### src/rtl/uart_work_pkg.sv
// uart_work_pkg: shared constants and state type for the UART work-packet path.
package uart_work_pkg;
    typedef enum logic [1:0] {IDLE, PAYLOAD, CHECK, HOLD} state_t;
    localparam logic [7:0] SYNC_BYTE = 8'hAA;
    localparam int PAYLOAD_BYTES_DEF = 44;
    localparam int CLKS_PER_BIT = 87;
    // ten 10-bit byte times of silence ends a frame
    localparam int TIMEOUT_CLKS_DEF = CLKS_PER_BIT * 10 * 10;
endpackage

### src/rtl/uart_byte_timer.sv
// uart_byte_timer: saturating inter-byte counter; expire flags LIMIT-1 idle clocks while enabled.
module uart_byte_timer #(
    parameter int LIMIT = uart_work_pkg::TIMEOUT_CLKS_DEF
) (
    input  logic clock,
    input  logic rst_n,
    input  logic en,
    input  logic clear,
    output logic expire
);
    localparam int W = $clog2(LIMIT);
    logic [W-1:0] count;
    assign expire = en && (count == W'(LIMIT - 1));
    always_ff @(posedge clock or negedge rst_n)
        if (!rst_n)
            count <= '0;
        else if (clear)
            count <= '0;
        else if (en && count != W'(LIMIT - 1))
            count <= count + 1'b1;
endmodule

### src/rtl/uart_work_assembler.sv
// uart_work_assembler: frames uart_rx bytes into checksum-verified work words for the hashing core.
module uart_work_assembler #(
    parameter int PAYLOAD_BYTES = uart_work_pkg::PAYLOAD_BYTES_DEF,
    parameter int TIMEOUT_CLKS = uart_work_pkg::TIMEOUT_CLKS_DEF,
    parameter logic [7:0] SYNC_BYTE = uart_work_pkg::SYNC_BYTE
) (
    input  logic                       i_Clock,
    input  logic                       i_Rst_n,
    input  logic                       i_Rx_DV,
    input  logic [7:0]                 i_Rx_Byte,
    input  logic                       i_Work_Ready,
    output logic                       o_Work_Valid,
    output logic [PAYLOAD_BYTES*8-1:0] o_Work_Data,
    output logic                       o_Frame_Err,
    output logic                       o_Overrun,
    output logic                       o_Busy
);
    import uart_work_pkg::*;
    localparam int IW = $clog2(PAYLOAD_BYTES + 1);
    localparam int W = PAYLOAD_BYTES * 8;
    state_t state, state_nx;
    logic [IW-1:0] idx, idx_nx;
    logic [7:0] csum, csum_nx;
    logic [W-1:0] shadow, shadow_nx, data_nx;
    logic valid_nx, err_nx, ovr_nx, in_frame, expire;
    assign in_frame = (state == PAYLOAD) || (state == CHECK);
    assign o_Busy = state != IDLE;
    // held clear while idle; frozen (neither counting nor clearing) in HOLD
    uart_byte_timer #(.LIMIT(TIMEOUT_CLKS)) u_timer (
        .clock (i_Clock),
        .rst_n (i_Rst_n),
        .en    (in_frame),
        .clear ((state == IDLE) || (in_frame && i_Rx_DV)),
        .expire(expire)
    );
    always_comb begin
        state_nx = state;
        idx_nx = idx;
        csum_nx = csum;
        shadow_nx = shadow;
        data_nx = o_Work_Data;
        valid_nx = o_Work_Valid;
        err_nx = 1'b0;
        ovr_nx = 1'b0;
        case (state)
            IDLE: if (i_Rx_DV && i_Rx_Byte == SYNC_BYTE) begin
                state_nx = PAYLOAD;
                idx_nx = '0;
                csum_nx = '0;
            end
            PAYLOAD: if (i_Rx_DV) begin
                for (int i = 0; i < PAYLOAD_BYTES; i++)
                    if (idx == IW'(i)) shadow_nx[(PAYLOAD_BYTES-1-i)*8 +: 8] = i_Rx_Byte;
                csum_nx = csum ^ i_Rx_Byte;
                idx_nx = idx + 1'b1;
                state_nx = (idx == IW'(PAYLOAD_BYTES - 1)) ? CHECK : PAYLOAD;
            end else if (expire) begin
                err_nx = 1'b1;
                state_nx = IDLE;
            end
            CHECK: if (i_Rx_DV) begin
                if (i_Rx_Byte == csum) begin
                    data_nx = shadow;
                    valid_nx = 1'b1;
                    state_nx = HOLD;
                end else begin
                    err_nx = 1'b1;
                    state_nx = IDLE;
                end
            end else if (expire) begin
                err_nx = 1'b1;
                state_nx = IDLE;
            end
            HOLD: begin
                ovr_nx = i_Rx_DV;
                if (i_Work_Ready) begin
                    valid_nx = 1'b0;
                    state_nx = IDLE;
                end
            end
            default: state_nx = IDLE;
        endcase
    end
    always_ff @(posedge i_Clock or negedge i_Rst_n)
        if (!i_Rst_n) begin
            state <= IDLE;
            idx <= '0;
            csum <= '0;
            shadow <= '0;
            o_Work_Data <= '0;
            o_Work_Valid <= 1'b0;
            o_Frame_Err <= 1'b0;
            o_Overrun <= 1'b0;
        end else begin
            state <= state_nx;
            idx <= idx_nx;
            csum <= csum_nx;
            shadow <= shadow_nx;
            o_Work_Data <= data_nx;
            o_Work_Valid <= valid_nx;
            o_Frame_Err <= err_nx;
            o_Overrun <= ovr_nx;
        end
endmodule

### config.mk
export PLATFORM = sky130hd
export DESIGN_NAME = uart_work_assembler
export DESIGN_NICKNAME = d
export VERILOG_FILES = /design/src/rtl/uart_work_pkg.sv /design/src/rtl/uart_byte_timer.sv /design/src/rtl/uart_work_assembler.sv
export SDC_FILE = /design/constraint.sdc
export NUM_CORES = 1
export LEC_CHECK = 0
export ABC_CLOCK_PERIOD_IN_PS = 2500
export CORE_ASPECT_RATIO = 0.8
export CORE_MARGIN = 2
export CORE_UTILIZATION = 40
export CTS_CLUSTER_SIZE = 8
export DETAILED_ROUTE_END_ITERATION = 10
export GPL_TIMING_DRIVEN = 0
export MAX_ROUTING_LAYER = met4
export PLACE_DENSITY = 0.58
export SLEW_MARGIN = 20
export SYNTH_ARGS = -nofsm -noshare
export SYNTH_HDL_FRONTEND = slang
export SYNTH_SLANG_ARGS = --single-unit
export TNS_END_PERCENT = 30
### constraint.sdc
create_clock -name i_Clock -period 2.5 [get_ports i_Clock]
set_input_delay 0.25 -clock i_Clock [delete_from_list [all_inputs] [get_ports i_Clock]]
set_output_delay 0.25 -clock i_Clock [all_outputs]
set_load 0.01 [all_outputs]
After elaboration in Yosys (flattened, before gate mapping)
Index checks and enable logic that the tools add are counted.

Memory bits (writable): 0. Input bits: 12. Bits in latches: 0. Memories: 0. Bits in read-only memories: 0. Register bits: 737.

Mux-type cells: 26. Add/sub/neg operators: 2. Multipliers: 0. Equality and inequality tests: 55. $lt $le $gt $ge: 0. Shifts and indexed selects: 0. Div/mod/pow operators: 0. Reduce and logical (&&, ||, !) cells: 60. Bitwise gates (word level): 1.

Operator list (count): 3-bit AND reduction (46); 6-bit by 5-bit equality test with 1-bit output (second input constant) (16); 6-bit equality test (second input constant) (12); 6-bit by 4-bit equality test with 1-bit output (second input constant) (8); 14-bit 2-to-1 mux (2); 6-bit by 3-bit equality test with 1-bit output (second input constant) (4); 8-bit 2-to-1 mux (2); 8-bit case mux with 2 select lines (1); 14-bit by 1-bit adder with 14-bit output (second input constant) (1); 14-bit equality test (second input constant) (1); 2-bit 2-to-1 mux (7); 14-bit != test (second input constant) (1); 6-bit by 2-bit equality test with 1-bit output (second input constant) (2); 6-bit 2-to-1 mux (2); 6-bit case mux with 2 select lines (1); 8-bit equality test (1); 8-bit equality test (second input constant) (1); 1-bit 2-to-1 mux (8); 2-bit case mux with 4 select lines (1); 2-bit nonzero test (4); 8-bit XOR (1); 6-bit by 1-bit adder with 6-bit output (second input constant) (1); 6-bit by 1-bit equality test with 1-bit output (second input constant) (1); 6-bit zero test (1); 10 further kinds (19).

Depth between registers and ports, before layout
Gate-level depths: netlist of the first run.

Word-level depth: 6. Depth in mapped cells: 8. Depth with buffers taken out: 6.

Modules after synthesis
Synthesis of the first run repeated with hierarchy kept, for this count alone.

Cells, all modules: 1782. Area, all modules: 28726.3 sq um.

Modules (own cells, without submodules): uart_work_assembler (times used 1, cells each 1713, area an instance 27993.1 sq um); uart_byte_timer (times used 1, cells each 69, area an instance 733.2 sq um).

Worst setup path after synthesis of the first run
Ideal clock, no wire load.

Kind: register to register. Start: register state[1]. End: register shadow[0]. Path buffers: 1. Cell stages (with the launch flop): 8. Data required time: 2.375 ns. Arrival: 1.828 ns. Slack: 0.548 ns. Clock period less this slack: 1.952 ns. Path through: dfrtp_1 > inv_1 > ha_1 > buf_2 > and3b_1 > nand2_2 > nor2_2 > mux2_2.

Longest elaborated chain between the ends: 2.

Ends and longest elaborated chain: start, declared (RTL line uart_work_assembler.sv:21) `state_t state, state_nx;`; start signal, assigned (RTL line uart_work_assembler.sv:95) `state <= state_nx;`; 2-bit by 1-bit equality test with 1-bit output (RTL line uart_work_assembler.sv:45) `case (state)`; 3-bit AND reduction (no line); end signal, assigned (RTL line uart_work_assembler.sv:98) `shadow <= shadow_nx;`; end, declared (RTL line uart_work_assembler.sv:24) `logic [W-1:0] shadow, shadow_nx, data_nx;`.

No other way between the ends. A chain may end at the register's enable or synchronous reset.

Worst setup path in the final report of the first run
Start: register idx[1]. End: register shadow[178].

Longest elaborated chain between the ends: 2.

Ends and longest elaborated chain: start, declared (RTL line uart_work_assembler.sv:22) `logic [IW-1:0] idx, idx_nx;`; start signal, assigned (RTL line uart_work_assembler.sv:96) `idx <= idx_nx;`; 6-bit by 5-bit equality test with 1-bit output (RTL line uart_work_assembler.sv:53) `if (idx == IW'(i)) shadow_nx[(PAYLOAD_BYTES-1-i)*8 +: 8] = i_Rx_Byte;`; 3-bit AND reduction (no line).

No other way between the ends.

==> results.json, run 1 <==
{
  "relSlewSlack_pct": 37.8,
  "ys_dominant_reg_cell": "dfrtp_1",
  "die_w_um": 305,
  "maxCapViolCount": 0,
  "status": "finished clean",
  "period_needed_ps": 2440,
  "final_area_sq_um": 36900,
  "hold_violations": 0,
  "async_reset_ff_share_pct": 100,
  "critPathCaptureType": "flop",
  "grt_start_max_net_pins": 105,
  "post-route-util_pct": 51.4,
  "drcViolationCount": 0,
  "yosys_warnings": 0,
  "core_area_sq_um": 71900,
  "num_vias": 16600,
  "crit_fanout": 8,
  "gp_congestion": 0.832,
  "synth.cell_area_sq_um": 29000,
  "path_class": "flop to flop",
  "max_freq_mhz": 409,
  "dpl_cell_area_sq_um": 34000,
  "clkLatencyLatePin_ps": 650,
  "nNetsFinal": 2298,
  "setup-tns-final_ps": 0,
  "p_per_area_nw_per_um2": 805,
  "crit_required_ps": 3010,
  "clockBufferDepth": 3,
  "critPathLaunchType": "flop",
  "setup_viol": 0,
  "first_global_vias": 18200,
  "io_pins": 368,
  "drt-total-wl_um": 75900,
  "yosysSeqAreaShare_pct": 63.7,
  "min_period_over_period_pct": 97.8,
  "tightest_slew_ps": 932,
  "netlist_instances": 1796,
  "port_buffers": 366,
  "dp_hpwl_um": 52600,
  "layout_common_cells": "dfrtp_1, mux2_2, clkdlybuf4s50_1",
  "clock-skew-final_ps": 16.7,
  "num_rows": 88,
  "wl_per_cell_um": 23.5,
  "grt_pass1_wl_um": 116000,
  "ys_types": 59,
  "synth_edf_count": 0,
  "via_per_inst": 5.15,
  "ir_drop_uv": 596,
  "grtUsageTotal_pct": 21.3,
  "cts_sinks": 737,
  "first_pass_iters": 5,
  "clk_transition_reported_paths_ps": 50,
  "synth_nets": 1818,
  "finalMaxSlewViolations": 0,
  "nFillCells": 5969,
  "drt_iter0_markers": 755,
  "total_power_uw": 29700,
  "antenna_found_initial": 1,
  "grt_remaining_overflow": 0,
  "die_h_um": 245,
  "ys_ff_latch": 737,
  "holdCritPathClass": "primary input to asynchronous set/reset pin",
  "cts_tree": "yes",
  "r2r_slack_ps": 60,
  "initial_utilization_pct": 40.3,
  "ant_nets": 0,
  "p_leak_uw": 0.0179,
  "htreeDepth": 3,
  "avgSynthCellArea_sq_um": 16.1,
  "final_common_cell": "dfrtp_1",
  "area_delta_synth_final_pct": 27.5,
  "arrival_ps": 2960,
  "clock-root-buffer": "clkbuf_16",
  "cts_buffers": 102,
  "drive_above_1_share_pct": 31.3,
  "die_area_sq_um": 74600,
  "grt_setup_unrepaired": "true"
}
cell type report:
class / count / area, sq um / share of cell area, %
Multi-Input combinational cell: 951 / 9730 / 26.3
Buffer: 95 / 865 / 2.34
Sequential cell: 737 / 18400 / 49.9
Timing Repair Buffer: 379 / 3980 / 10.8
Tap cell: 945 / 1180 / 3.20
Antenna cell: 1 / 2.50 / 0.00678
Clock buffer: 105 / 2610 / 7.06
Inverter: 10 / 37.5 / 0.102
Clock inverter: 6 / 93.8 / 0.254
state kept, by name (all words and copies together) (netlist names):
name	flops
csum	8
u_timer.count	14
idx	6
o_Work_Valid	1
o_Frame_Err	1
o_Work_Data	352
o_Overrun	1
shadow	352
state	2
kinds of logic after synthesis:
| kind of cell | Yosys count | share of synthesized area [%] |
|---|---|---|
| mux | 707 | 27.5 |
| flops | 737 | 63.7 |
| simple gates | 168 | 3.54 |
| buf+inv | 108 | 3.14 |
| compound gates | 52 | 1.29 |
| xor+xnor | 14 | 0.423 |
| fa+ha+maj | 10 | 0.432 |
cells in the mapped netlist (all sizes together) (2+ instances only):
cell    number  area share, %
dfrtp      737             64
nand4        9           0.19
or2          3          0.065
nand2b       4          0.086
buf         48            2.4
a21oi       11           0.19
ha          10           0.43
nor4b        8           0.24
xor2         5           0.15
and4         4           0.12
and3         4          0.086
nand3       21           0.52
or3          5           0.11
mux2i        2          0.069
nor3         3          0.052
a22o         2          0.061
a31oi        2          0.043
and4bb       2          0.086
a221o       12           0.41
xnor2        9           0.27
o21ai       11           0.19
mux2       705             27
o31ai        2          0.052
nor2b       12           0.26
o211ai       2          0.052
inv         10           0.13
clkbuf      50           0.65
nor2        47           0.84
and2         3          0.065
nand2       31           0.42
or4          3          0.078
per-stage QoR:
step | std cells | hold WS (ps) | setup WS [ps]
after global routing | 3229 | 116 | -81.9
after global placement | 3107 | 467 | -30740
after CTS | 3224 | 75.4 | -127
after detailed placement | 3115 | 182 | -276
final | 3229 | 105 | 55.3
after floorplan | 1796 | -45.6 | 548
power breakdown:
group / leakage [uW] / switching [uW] / internal, uW
registers: 0.0102 / 779 / 13400
clock network: 0.00133 / 4820 / 7280
logic: 0.00638 / 1830 / 1630
total: 0.0179 / 7430 / 22300
critical path: stages, from the launching register on:
cell	delay, ps
dfrtp_1	460
inv_1	120
ha_1	570
nand2_1	380
nor2_4	410
mux2_2	380
metal layers:
layer  part of all wire (%)  vias up  GRT usage [%]
met1                     42     8764           26.3
met4                    3.5        0           7.73
met3                    5.9      159           5.59
met5                      0        -              -
met2                     48      388           34.0
li1                       -     7322              -
path summary, 6_finish.rpt:
path,startpoint,end,depth (start not counted)
min in group i_Clock,i_Rx_DV,o_Frame_Err$_DFF_PN0_,4
setup / recovery,idx[1]$_DFFE_PN0P_,shadow[178]$_DFFE_PN0P_,5
hold reg to reg,shadow[315]$_DFFE_PN0P_,o_Work_Data[315]$_DFFE_PN0P_,1
hold / removal,i_Rst_n,o_Work_Data[230]$_DFFE_PN0P_,2
setup reg to reg,idx[1]$_DFFE_PN0P_,shadow[178]$_DFFE_PN0P_,5
max in group asynchronous,i_Rst_n,o_Work_Data[106]$_DFFE_PN0P_,5
repair_timing:
| item | in CTS | in global routing |
|---|---|---|
| setup endpoints to repair | 183 | 339 |
| pin swaps | 0 | 5 |
| setup buffers | 0 | 4 |
| resized for setup | 13 | 18 |
| hold buffers | 1 | 0 |
| endpoints found under the hold margin | 304 | 0 |
Note: power is estimated with default switching activity, not from simulation.
==> inputs of run 2 (changes only) <==
--- a/config.mk
+++ b/config.mk
@@ -14,5 +14,4 @@
 export GPL_TIMING_DRIVEN = 0
 export MAX_ROUTING_LAYER = met4
-export PLACE_DENSITY = 0.58
 export SLEW_MARGIN = 20
 export SYNTH_ARGS = -nofsm -noshare
==> constraint.sdc (replaced) <==
create_clock -name i_Clock -period 2.5 [get_ports i_Clock]
set_input_delay 0.25 -clock i_Clock [delete_from_list [all_inputs] [get_ports i_Clock]]
set_output_delay 0.25 -clock i_Clock [all_outputs]
set_load 0.02 [all_outputs]
==> run 2 against run 1 <==
Compared with the run above:
- sequential share of layout area is 0.078 points higher
- cell count hardly changed
- flip-flop and latch count stayed put
- clock power about the same
- clock skew grew 3.7 ps
- largest cell class unchanged
- highest routed layer unchanged
==> results.json, run 2 (synthesis results as in run 1) <==
{
  "status": "finished clean",
  "wl_per_cell_um": 23.6,
  "min_period_over_period_pct": 97.1,
  "io_pins": 368,
  "critPathCaptureType": "flop",
  "nFillCells": 5948,
  "multi_input_area_sq_um": 9690,
  "grt_setup_unrepaired": "true",
  "holdCritPathClass": "primary input to asynchronous set/reset pin",
  "grt_remaining_overflow": 0,
  "grt_pass1_wl_um": 116000,
  "hold_violations": 0,
  "first_global_vias": 17900,
  "cts_sinks": 737,
  "whs_ps": 132,
  "port_buffers": 366,
  "num_rows": 88,
  "cts_buffers": 102,
  "clk_transition_reported_paths_ps": 50,
  "final_common_cell": "dfrtp_1",
  "clockBufferDepth": 3,
  "die_h_um": 245,
  "clock-skew-final_ps": 20.5,
  "via_per_inst": 5.15,
  "critPathLaunchType": "flop",
  "dp_hpwl_um": 52600,
  "grtUsageTotal_pct": 21.3,
  "drt_iter0_markers": 875,
  "clock-root-buffer": "clkbuf_16",
  "max_freq_mhz": 412,
  "num_vias": 16600,
  "layout_common_cells": "dfrtp_1, mux2_2, clkdlybuf4s50_1",
  "ant_nets": 0,
  "antenna_found_initial": 1,
  "finalMaxSlewViolations": 0,
  "path_class": "flop to flop",
  "top_regs": "o_Work_Data x352, shadow x352, u_timer.count x14",
  "initial_utilization_pct": 40.3,
  "first_pass_iters": 5,
  "cp_slowest_cell": "nor2_2",
  "setup_viol": 0,
  "arrival_ps": 2930,
  "die_w_um": 305,
  "drcViolationCount": 0,
  "tightest_slew_ps": 1020,
  "gp_congestion": 0.811,
  "crit_fanout": 8,
  "p_leak_uw": 0.0179,
  "maxCapViolCount": 0,
  "core_area_sq_um": 71900,
  "nNetsFinal": 2299,
  "grt_start_max_net_pins": 103,
  "clkLatencyLatePin_ps": 630,
  "register_area_sq_um": 18400,
  "relSlewSlack_pct": 32.1,
  "p_per_area_nw_per_um2": 805,
  "die_area_sq_um": 74600,
  "total_power_uw": 29700,
  "cts_tree": "yes",
  "drive_above_1_share_pct": 31.3,
  "htreeDepth": 3,
  "drt-total-wl_um": 76200,
  "crit_chain": "inv_1, ha_2, nand2_1, nor2_2, mux2_2",
  "crit_required_ps": 3010,
  "period_needed_ps": 2430,
  "ir_drop_uv": 524,
  "area_delta_synth_final_pct": 27.4,
  "max_stage_delay_ps": 520
}
[run 2: cell types whose count changed in the layout (fill, tap and decap cells not counted), sizes merged]
cell / previous run / this run
clkbuf: 152 / 154
clkinv: 2 / 3
inv: 14 / 12
[run 2: timing repair]
action                                 in CTS  in global routing
gates resized for setup                     8                 15
hold buffers                                1                  0
gates cloned                                0                  1
setup buffers                               0                  4
endpoints found under the hold margin     207                  0
setup endpoints to repair                 198                269
pin swaps                                   0                  4
[run 2: report_power, final]
part	internal, uW	switching [uW]	total [uW]
sequential	13400	802	14200
combinational	1640	1870	3510
clock	7210	4760	12000
[run 2: path summary, 6_finish.rpt]
kind / startpoint / endpoint / slack, ps / depth (start not counted)
max: idx[0]$_DFFE_PN0P_ / shadow[184]$_DFFE_PN0P_ / 70 / 5
min: i_Rst_n / shadow[329]$_DFFE_PN0P_ / 130 / 2
max reg2reg: idx[0]$_DFFE_PN0P_ / shadow[184]$_DFFE_PN0P_ / 70 / 5
min reg2reg: o_Work_Data[245]$_DFFE_PN0P_ / o_Work_Data[245]$_DFFE_PN0P_ / 480 / 1
max in group asynchronous: i_Rst_n / o_Work_Data[159]$_DFFE_PN0P_ / 450 / 6
min in group i_Clock: i_Rx_DV / o_Frame_Err$_DFF_PN0_ / 200 / 4
[run 2: metal layers]
layer	vias up	part of all wire, %	global-route usage, %
met5	-	0	-
met3	127	5.5	5.47
met4	0	2.5	5.94
met2	348	48	33.8
met1	8836	44	27.1
li1	7318	-	-
[run 2: worst max-delay path: cells and delay by family (launching register included)]
kind | cells | cell delay [ps]
buf+inv | 1 | 150
simple gates | 2 | 830
mux | 1 | 400
fa+ha+maj | 1 | 470
flops | 1 | 450
[run 2: final cells by class]
class | instances | share of cell area (%)
flip-flops and latches | 737 | 50.0
multi-input cells | 951 | 26.3
inverters | 10 | 0.102
plain buffers | 95 | 2.34
well taps | 945 | 3.21
diodes | 1 | 0.00679
clock buffers | 106 | 7.05
clock inverters | 5 | 0.149
repair buffers | 380 | 10.9
[run 2: per-stage QoR]
step / cell area (sq um) / worst slack (ps) / instances / utilization [%] / TNS, ps
2_1_floorplan: 29000 / 548 / 1796 / - / 0
4_1_cts: 36700 / -90.9 / 3224 / 51.1 / -2980
6_report: 36900 / 73.1 / 3230 / 51.3 / 0
3_3_place_gp: 33800 / -30670 / 3107 / 47.0 / -
5_1_grt: 36900 / -21.9 / 3229 / 51.3 / -115
3_5_place_dp: 34000 / -421 / 3115 / 47.3 / -61370
